--- config.mk ---
export PLATFORM = sky130hd
export DESIGN_NAME = mem_port_arbiter_flat
export DESIGN_NICKNAME = d
export VERILOG_FILES = /design/src/rtl/mem_port_arbiter_if.sv /design/src/rtl/mem_port_arbiter.sv /design/src/flat_wrapper.sv
export SDC_FILE = /design/constraint.sdc
export NUM_CORES = 1
export LEC_CHECK = 0
export ABC_CLOCK_PERIOD_IN_PS = 2400
export CELL_PAD_IN_SITES_DETAIL_PLACEMENT = 0
export CELL_PAD_IN_SITES_GLOBAL_PLACEMENT = 1
export CORE_MARGIN = 4
export CORE_UTILIZATION = 30
export CTS_CLUSTER_DIAMETER = 30
export DETAILED_ROUTE_END_ITERATION = 8
export PLACE_DENSITY = 0.84
export SYNTH_ARGS = -nofsm -noshare
export SYNTH_HDL_FRONTEND = slang
export SYNTH_SLANG_ARGS = --single-unit
--- constraint.sdc ---
create_clock -name clk -period 2.4 [get_ports clk]
set_clock_uncertainty 0.05 [all_clocks]
set_input_delay 0.24 -clock clk [delete_from_list [all_inputs] [get_ports clk]]
set_output_delay 0.24 -clock clk [all_outputs]
set_load 0.05 [all_outputs]
--- src/rtl/mem_port_arbiter_if.sv ---
// Bundle of the requester and memory-side signals of mem_port_arbiter.
// Handshake: a requester raises x_req with stable address/data and holds it
// until it sees the one-cycle x_ack pulse; memory side gets a one-cycle mem_en
// strobe and answers with mem_ready (with mem_rdata) one or more cycles later.
interface mem_port_arbiter_if #(
    parameter int ADDR_W = 32
) ();
    logic              if_req;
    logic [ADDR_W-1:0] if_addr;
    logic              if_ack;
    logic [31:0]       if_rdata;
    logic              d_req;
    logic [3:0]        d_we;
    logic [ADDR_W-1:0] d_addr;
    logic [31:0]       d_wdata;
    logic              d_ack;
    logic [31:0]       d_rdata;
    logic              mem_en;
    logic [3:0]        mem_we;
    logic [ADDR_W-1:0] mem_addr;
    logic [31:0]       mem_wdata;
    logic [31:0]       mem_rdata;
    logic              mem_ready;
    logic              busy;

    // Arbiter side
    modport slave (
        input  if_req, if_addr, d_req, d_we, d_addr, d_wdata, mem_rdata, mem_ready,
        output if_ack, if_rdata, d_ack, d_rdata, mem_en, mem_we, mem_addr, mem_wdata, busy
    );

    // Requester / memory side
    modport master (
        output if_req, if_addr, d_req, d_we, d_addr, d_wdata, mem_rdata, mem_ready,
        input  if_ack, if_rdata, d_ack, d_rdata, mem_en, mem_we, mem_addr, mem_wdata, busy
    );
endinterface

--- src/rtl/mem_port_arbiter.sv ---
// Shares one single-port 32-bit memory between instruction fetch and data
// load/store. Data wins arbitration unless fetch has been passed over
// STARVE_LIMIT times in a row while pending. All outputs are registered.
module mem_port_arbiter #(
    parameter int ADDR_W       = 32,
    parameter int STARVE_LIMIT = 4
) (
    input  logic              clk,
    input  logic              rst,
    mem_port_arbiter_if.slave bus,
    output logic [2:0]        dbg_state,
    output logic [3:0]        dbg_starve_cnt
);
    typedef enum logic [2:0] {
        IDLE     = 3'd0,
        ISSUE_IF = 3'd1,
        ISSUE_D  = 3'd2,
        WAIT_IF  = 3'd3,
        WAIT_D   = 3'd4
    } state_t;

    localparam logic [3:0]        LIMIT     = STARVE_LIMIT[3:0];
    localparam logic [ADDR_W-1:0] ADDR_ZERO = '0;

    state_t     state;
    logic [3:0] starve_cnt;
    logic       grant_d;

    // Data takes the port unless fetch is waiting and has hit the starvation limit.
    assign grant_d = bus.d_req && (!bus.if_req || (starve_cnt < LIMIT));

    assign dbg_state      = state;
    assign dbg_starve_cnt = starve_cnt;

    // Access sequencer: arbitrate in IDLE, strobe in ISSUE, wait for mem_ready in WAIT.
    always_ff @(posedge clk) begin
        if (rst) begin
            state         <= IDLE;
            starve_cnt    <= 4'd0;
            bus.if_ack    <= 1'b0;
            bus.d_ack     <= 1'b0;
            bus.mem_en    <= 1'b0;
            bus.mem_we    <= 4'b0000;
            bus.mem_addr  <= ADDR_ZERO;
            bus.mem_wdata <= 32'd0;
            bus.if_rdata  <= 32'd0;
            bus.d_rdata   <= 32'd0;
            bus.busy      <= 1'b0;
        end else begin
            bus.if_ack <= 1'b0;
            bus.d_ack  <= 1'b0;
            case (state)
                IDLE: begin
                    if (grant_d) begin
                        state         <= ISSUE_D;
                        bus.mem_en    <= 1'b1;
                        bus.mem_we    <= bus.d_we;
                        bus.mem_addr  <= bus.d_addr;
                        bus.mem_wdata <= bus.d_wdata;
                        bus.busy      <= 1'b1;
                        // Count only grants that bypass a waiting fetch; saturate at the limit.
                        if (bus.if_req && (starve_cnt < LIMIT)) begin
                            starve_cnt <= starve_cnt + 4'd1;
                        end
                    end else if (bus.if_req) begin
                        state         <= ISSUE_IF;
                        bus.mem_en    <= 1'b1;
                        bus.mem_we    <= 4'b0000;
                        bus.mem_addr  <= bus.if_addr;
                        bus.mem_wdata <= 32'd0;
                        bus.busy      <= 1'b1;
                        starve_cnt    <= 4'd0;
                    end
                end
                ISSUE_IF: begin
                    state      <= WAIT_IF;
                    bus.mem_en <= 1'b0;
                end
                ISSUE_D: begin
                    state      <= WAIT_D;
                    bus.mem_en <= 1'b0;
                end
                WAIT_IF: begin
                    if (bus.mem_ready) begin
                        state        <= IDLE;
                        bus.if_rdata <= bus.mem_rdata;
                        bus.if_ack   <= 1'b1;
                        bus.busy     <= 1'b0;
                    end
                end
                WAIT_D: begin
                    if (bus.mem_ready) begin
                        state       <= IDLE;
                        bus.d_rdata <= bus.mem_rdata;
                        bus.d_ack   <= 1'b1;
                        bus.busy    <= 1'b0;
                    end
                end
                default: begin
                    state      <= IDLE;
                    bus.mem_en <= 1'b0;
                    bus.busy   <= 1'b0;
                end
            endcase
        end
    end
endmodule

--- src/flat_wrapper.sv ---
// flat-port wrapper written by rule: the top's interface ports become plain ports
module mem_port_arbiter_flat 
#(
    parameter int ADDR_W       = 32,
    parameter int STARVE_LIMIT = 4
)
  (clk, rst, dbg_state, dbg_starve_cnt, bus_if_req, bus_if_addr, bus_d_req, bus_d_we, bus_d_addr, bus_d_wdata, bus_mem_rdata, bus_mem_ready, bus_if_ack, bus_if_rdata, bus_d_ack, bus_d_rdata, bus_mem_en, bus_mem_we, bus_mem_addr, bus_mem_wdata, bus_busy);
  mem_port_arbiter_if #(.ADDR_W(ADDR_W)) bus_i ();
  input  logic clk;
  input  logic rst;
  output logic [2:0] dbg_state;
  output logic [3:0] dbg_starve_cnt;
  input wire logic [$bits(bus_i.if_req)-1:0] bus_if_req;
  input wire logic [$bits(bus_i.if_addr)-1:0] bus_if_addr;
  input wire logic [$bits(bus_i.d_req)-1:0] bus_d_req;
  input wire logic [$bits(bus_i.d_we)-1:0] bus_d_we;
  input wire logic [$bits(bus_i.d_addr)-1:0] bus_d_addr;
  input wire logic [$bits(bus_i.d_wdata)-1:0] bus_d_wdata;
  input wire logic [$bits(bus_i.mem_rdata)-1:0] bus_mem_rdata;
  input wire logic [$bits(bus_i.mem_ready)-1:0] bus_mem_ready;
  output wire logic [$bits(bus_i.if_ack)-1:0] bus_if_ack;
  output wire logic [$bits(bus_i.if_rdata)-1:0] bus_if_rdata;
  output wire logic [$bits(bus_i.d_ack)-1:0] bus_d_ack;
  output wire logic [$bits(bus_i.d_rdata)-1:0] bus_d_rdata;
  output wire logic [$bits(bus_i.mem_en)-1:0] bus_mem_en;
  output wire logic [$bits(bus_i.mem_we)-1:0] bus_mem_we;
  output wire logic [$bits(bus_i.mem_addr)-1:0] bus_mem_addr;
  output wire logic [$bits(bus_i.mem_wdata)-1:0] bus_mem_wdata;
  output wire logic [$bits(bus_i.busy)-1:0] bus_busy;
  assign bus_i.if_req = bus_if_req;
  assign bus_i.if_addr = bus_if_addr;
  assign bus_i.d_req = bus_d_req;
  assign bus_i.d_we = bus_d_we;
  assign bus_i.d_addr = bus_d_addr;
  assign bus_i.d_wdata = bus_d_wdata;
  assign bus_i.mem_rdata = bus_mem_rdata;
  assign bus_i.mem_ready = bus_mem_ready;
  assign bus_if_ack = bus_i.if_ack;
  assign bus_if_rdata = bus_i.if_rdata;
  assign bus_d_ack = bus_i.d_ack;
  assign bus_d_rdata = bus_i.d_rdata;
  assign bus_mem_en = bus_i.mem_en;
  assign bus_mem_we = bus_i.mem_we;
  assign bus_mem_addr = bus_i.mem_addr;
  assign bus_mem_wdata = bus_i.mem_wdata;
  assign bus_busy = bus_i.busy;
  mem_port_arbiter #(.ADDR_W(ADDR_W), .STARVE_LIMIT(STARVE_LIMIT)) u_core (.clk(clk), .rst(rst), .bus(bus_i), .dbg_state(dbg_state), .dbg_starve_cnt(dbg_starve_cnt));
endmodule
* Yosys cells after proc, flatten, opt, wreduce, memory -nomap -nowiden *
Index checks and enable logic that the tools add are counted.

word-level totals
  output and inout port bits = 143
  bits in registers = 143
  bits of input ports = 137

cells by class
  magnitude comparators = 1
  $add $sub $neg = 1
  reductions and logical operators = 17
  eq/ne operators = 7
  mux-type cells = 18
  bitwise operators = 4

operator list
  cell                                                         count
  2-to-1 mux 32 bit                                            4
  2-to-1 mux 4 bit                                             4
  case mux 3 bit (4 select lines)                              1
  AND reduction 2 bit                                          5
  2-to-1 mux 3 bit                                             3
  OR reduction 2 bit                                           4
  == test 3 x 2 -> 1 bit (second input constant)               2
  AND reduction 3 bit                                          2
  adder 4 x 1 -> 4 bit (second input constant)                 1
  less-than comparator 4 x 3 -> 1 bit (second input constant)  1
  2-to-1 mux 1 bit                                             4
  inverter 1 bit                                               4
  == test 3 x 1 -> 1 bit (second input constant)               1
  == test 3 bit (second input constant)                        1
  logical NOT 3 bit                                            1
  inequality test 3 x 2 -> 1 bit (second input constant)       1
  case mux 1 bit (3 select lines)                              1
  logical AND 1 bit                                            2
  inequality test 2 x 1 -> 1 bit (second input constant)       1
  inequality test 2 bit (second input constant)                1
  case mux 1 bit (2 select lines)                              1
  nonzero test 2 bit                                           1
  logical NOT 1 bit                                            1
  logical OR 1 bit                                             1

* Longest topological paths before layout *
  word-level depth = 5
  depth in mapped cells = 6
  gate-level depth less buffers = 3

* Worst setup path after synthesis *
Ideal clock, no wire load.

  path kind = reg2reg
  start point = register u_core.state[1], in the netlist u_core.dbg_state[1]
  end point = register u_core.bus.if_rdata[2]
  clock period less this slack = 1,765 ps
  library setup time = 132 ps
  cell stages (with the launch flop) = 6
  buffers on the path = 2
  setup slack = 635 ps
  data required time = 2,218 ps
  arrival time = 1,582 ps
  cell sequence = dfxtp_1 > buf_2 > nand4b_1 > buf_2 > nand2_1 > a21oi_1

between the ends
  longest elaborated chain between the ends = 2

ends and longest elaborated chain
  item                           line                       source
  start, declared                mem_port_arbiter.sv:25     state_t state;
  start signal, assigned         mem_port_arbiter.sv:38     state <= IDLE;
  start signal, assigned         mem_port_arbiter.sv:55     state <= ISSUE_D;
  start signal, assigned         mem_port_arbiter.sv:66     state <= ISSUE_IF;
  == test 3 x 2 -> 1 bit         mem_port_arbiter.sv:52     case (state)
  AND reduction 2 bit (no line)  n/a
  end signal, assigned           mem_port_arbiter.sv:86     bus.if_rdata <= bus.mem_rdata;
  end, declared                  mem_port_arbiter_if.sv:29  output if_ack, if_rdata, d_ack, d_rdata, mem_en, mem_we, mem_addr, mem_wdata, busy

No other way between the ends.
A chain may end at the register's enable or synchronous reset.

* Final worst setup path *
  start point = register u_core.state[0], in the netlist u_core.dbg_state[0]
  end point = output port dbg_state[0]

RTL lines
  item           line                source
  end, declared  flat_wrapper.sv:11  output logic [2:0] dbg_state;

No word-level cell between the ends.

==> run_results.csv <==
group,metric,value,unit
finish,areaGrowthSynthToFinish,63.24,%
logic_synthesis,synthesis.area_per_instance,8.146,µm²
route,wirelength,20320,µm
route,dr.pass1.iters,4,
die,pin_count,280,
timing,max_freq,0.4466,GHz
global_route,grt_overall_usage,18.29,%
global_route,grt_max_degree,69,
finish,finalNonFillerCells,1186,
logic_synthesis,synthesis.nets,835,
pwr,internal_power,4843,µW
cts,htreeDepth,4,
global_route,grt_pass1_wl,31580,µm
worst_setup_path,cp_data_required_time,2.11,ns
route,post_drt_via_cell_ratio,5.090,
timing,timing.final.setup_violations,0,
worst_setup_path,setup.worst_path.start_class,"register",
finish,finalNetCount,1077,
pwr,leakagePower,0.003129,µW
logic_synthesis,synth_unique_cells,35,
pwr,p_clk_share,38.6,%
logic_synthesis,synth_area,5678,µm²
finish,final_util,49.72,%
route,avgRoutedWirePerCell,17.13,µm
die,rows,50,
finish,antenna_cells_inserted,0,
cts,cts_resized,0,
logic_synthesis,synth_top_area_cell,"sky130_fd_sc_hd__dfxtp_1",
worst_setup_path,timing.critical_path.arrival,1.95,ns
cts,clock_sink_count,143,
global_route,number_of_global_route_vias_before_repair,5713,
cts,cts_setup_buffers,0,
worst_setup_path,critical_path.n_buffers_inverters,1,
timing,timing.final.max_slew_violations,0,
logic_synthesis,ys_seq_elements,143,
route,detail-route-antenna-nets,0,
timing,tightest_slew,0.7458,ns
logic_synthesis,syn_inst,697,
placement,detailed_place_hpwl,13760,µm
cts,numCtsBuffers,17,
logic_synthesis,synth.area.top_cells,"sky130_fd_sc_hd__dfxtp_1 50%, sky130_fd_sc_hd__a21oi_1 12%, sky130_fd_sc_hd__nand2_1 8.7%",
die,die_w,145.6,µm
worst_setup_path,slowest_delay,0.94,ns
hold_path,hold_crit_start,"bus_d_req",
pwr,pwr_density_cell,766.1,nW/µm²
logic_synthesis,synthArstFlopShare,0,%
cts,clock_tree.buffer_depth,2,
hold_path,hold_depth,3,
outcome,outcome,"finished, final reports clean",
timing,rsz0062_at_grt,"no",
pwr,seq_power_share,37.0,%
logic_synthesis,seq_total_area_yosys,50.42,%
cts,post_cts_hold_buffer_count,0,
worst_setup_path,critical_path.cell_chain,"clkdlybuf4s50_1",
cts,clk_root_buffer_cell,"sky130_fd_sc_hd__clkbuf_16",
logic_synthesis,most_frequent_cell_after_synthesis,"sky130_fd_sc_hd__dfxtp_1",
finish,layout-drive-gt1-share,6.513,%
worst_setup_path,crit_start,"u_core.dbg_state[0]",
worst_setup_path,crit-reg2reg-launch,"u_core.dbg_state[0]",
route,route.detailed.drc,0,
worst_setup_path,critPathSlowestCell,"sky130_fd_sc_hd__clkdlybuf4s50_1",
die,initial_utilization,30.46,%
worst_setup_path,rr_worst_depth,5,
logic_synthesis,synth.top_cell.area_share,50.42,%
die,design.die.area,21190,µm²
worst_setup_path,path_delay_family,"buffers and inverters",
cts,cts.clk_slew.worst_paths,0.06,ns
cts,worstSkewPairLatency,0.41,ns
route,via_count,6037,
flow_run,max_cap_viol_count,0,
placement,place.detailed.instances,1154,
placement,numPortBuffers,279,
logic_synthesis,ys.flop_type,"sky130_fd_sc_hd__dfxtp_1",
placement,gp_congestion,0.8064,
placement,setup_slack_after_placement,0.3787,ns
pwr,switchingPower,2258,µW
global_route,grt_overflow,0,
global_route,initial_antenna_violation_count,0,
logic_synthesis,ys_top_cells_by_count,"143 x sky130_fd_sc_hd__dfxtp_1, 139 x sky130_fd_sc_hd__a21oi_1, 132 x sky130_fd_sc_hd__nand2_1",
worst_setup_path,timing.rr.end,"u_core.bus.if_rdata[8]",
timing,relSlewSlack,50.28,%
worst_setup_path,critPathCaptureType,"primary output",
timing,timing.setup.tns,0,ns
pwr,power_switching_share,31.80,%
pwr,max-vdd-ir-drop,462.7,µV
route,1st_iter_drt_viols,289,
logic_synthesis,ys.warnings.count,0,
die,floorplan.die.height,145.6,µm
timing,final_critical_path_setup_slack,0.1606,ns
pwr,p_comb_share,24.3,%
worst_setup_path,timing.reg2reg.setup_slack,0.67,ns
worst_setup_path,crit_fanout,9,
hold_path,holdCritPathClass,"in2reg",
hold_path,whs_endpoint,"u_core.dbg_starve_cnt[1]",
worst_setup_path,worst-setup-path-type,"reg2out",
die,core_region_area,18640,µm²
cts,cts_tree,"yes",
timing,final_hold_viol_count,0,
timing,fin_hold_ws,0.1451,ns
timing,finalWorstPathRequiredPeriod,2.239,ns
timing,final.period_utilization,93.31,%
logic_synthesis,synth_enable_flop_cells,0,
==> worst max path at each step <==
stage | endpoint | slack, ns | cells past startpoint
6_report | dbg_state[0] | 0.16 | 1
3_3_place_gp | u_core.bus.mem_addr[21] | 0.41 | 5
2_1_floorplan | u_core.bus.if_rdata[2] | 0.64 | 5
4_1_cts | dbg_state[0] | 0.15 | 1
3_5_place_dp | u_core.bus.mem_addr[15] | 0.38 | 5
5_1_grt | dbg_state[0] | 0.08 | 1
==> kinds of logic after synthesis <==
| logic type | synth area share (%) |
|---|---|
| and+or+nand+nor | 18.71 |
| muxes | 0.1763 |
| adders and majority gates | 0.2203 |
| AOI/OAI and AO/OA | 24.53 |
| buffers and inverters | 5.949 |
| DFF | 50.42 |
==> routing by layer <==
layer | vias up | share of wire, % | track usage, %
met2 | 245 | 46 | 28.82
met4 | 0 | 2.3 | 6.933
met1 | 2787 | 44 | 23.23
met5 | - | 0 | 0
met3 | 27 | 7.8 | 6.291
li1 | 2978 | - | -
==> flip-flops by register name, indices dropped and copies added (netlist names) <==
register,count
u_core.bus.mem_wdata,32
u_core.bus.if_rdata,32
u_core.bus.mem_en,1
u_core.bus.busy,1
u_core.bus.d_rdata,32
u_core.bus.mem_we,4
u_core.dbg_starve_cnt,4
u_core.bus.mem_addr,32
u_core.dbg_state,3
u_core.bus.if_ack,1
u_core.bus.d_ack,1
==> placed cells by master, fill, tap and decap left out, types with 2 or more instances in the layout <==
| cell | count |
|---|---|
| sky130_fd_sc_hd__clkdlybuf4s50_1 | 277 |
| sky130_fd_sc_hd__o21ai_1 | 8 |
| sky130_fd_sc_hd__nor3_1 | 3 |
| sky130_fd_sc_hd__nand4b_1 | 2 |
| sky130_fd_sc_hd__buf_12 | 4 |
| sky130_fd_sc_hd__clkbuf_16 | 17 |
| sky130_fd_sc_hd__dfxtp_1 | 143 |
| sky130_fd_sc_hd__nand2_1 | 132 |
| sky130_fd_sc_hd__nor2_2 | 2 |
| sky130_fd_sc_hd__or3_1 | 2 |
| sky130_fd_sc_hd__nand2b_1 | 2 |
| sky130_fd_sc_hd__a211oi_1 | 4 |
| sky130_fd_sc_hd__inv_6 | 4 |
| sky130_fd_sc_hd__clkinvlp_4 | 6 |
| sky130_fd_sc_hd__a311oi_1 | 32 |
| sky130_fd_sc_hd__nand4_1 | 37 |
| sky130_fd_sc_hd__nor2_1 | 4 |
| sky130_fd_sc_hd__a21oi_1 | 139 |
| sky130_fd_sc_hd__buf_4 | 18 |
| sky130_fd_sc_hd__bufinv_16 | 3 |
| sky130_fd_sc_hd__o21ai_0 | 62 |
| sky130_fd_sc_hd__nand3_1 | 32 |
==> stage by stage <==
| step | instance area (µm²) | power [µW] |
|---|---|---|
| final | 9269 | 7101 |
| after global routing | 9269 | 7386 |
| after CTS | 9269 | 7184 |
| after detailed placement | 8658 | 4414 |
| after global placement | 8658 | 4414 |
| after floorplan | 5678 | 3702 |
==> power by group through the flow <==
stage          Sequential (µW)  Combinational [µW]  Clock (µW)
2_1_floorplan             3220                 483           0
3_3_place_gp              2680                1740           0
3_5_place_dp              2680                1730           0
4_1_cts                   2630                1740        2810
5_1_grt                   2650                1830        2910
6_report                  2630                1730        2740
==> layout make-up <==
| type | count | area, µm² |
|---|---|---|
| Clock inverter | 14 | 181.4 |
| Multi-Input combinational cell | 475 | 2502 |
| Sequential cell | 143 | 2863 |
| Tap cell | 234 | 292.8 |
| Clock buffer | 18 | 429.2 |
| Fill cell | 1810 | 9374 |
| Timing Repair Buffer | 300 | 2993 |
| Inverter | 2 | 7.507 |
No activity file was read; power rests on OpenSTA's default activity.
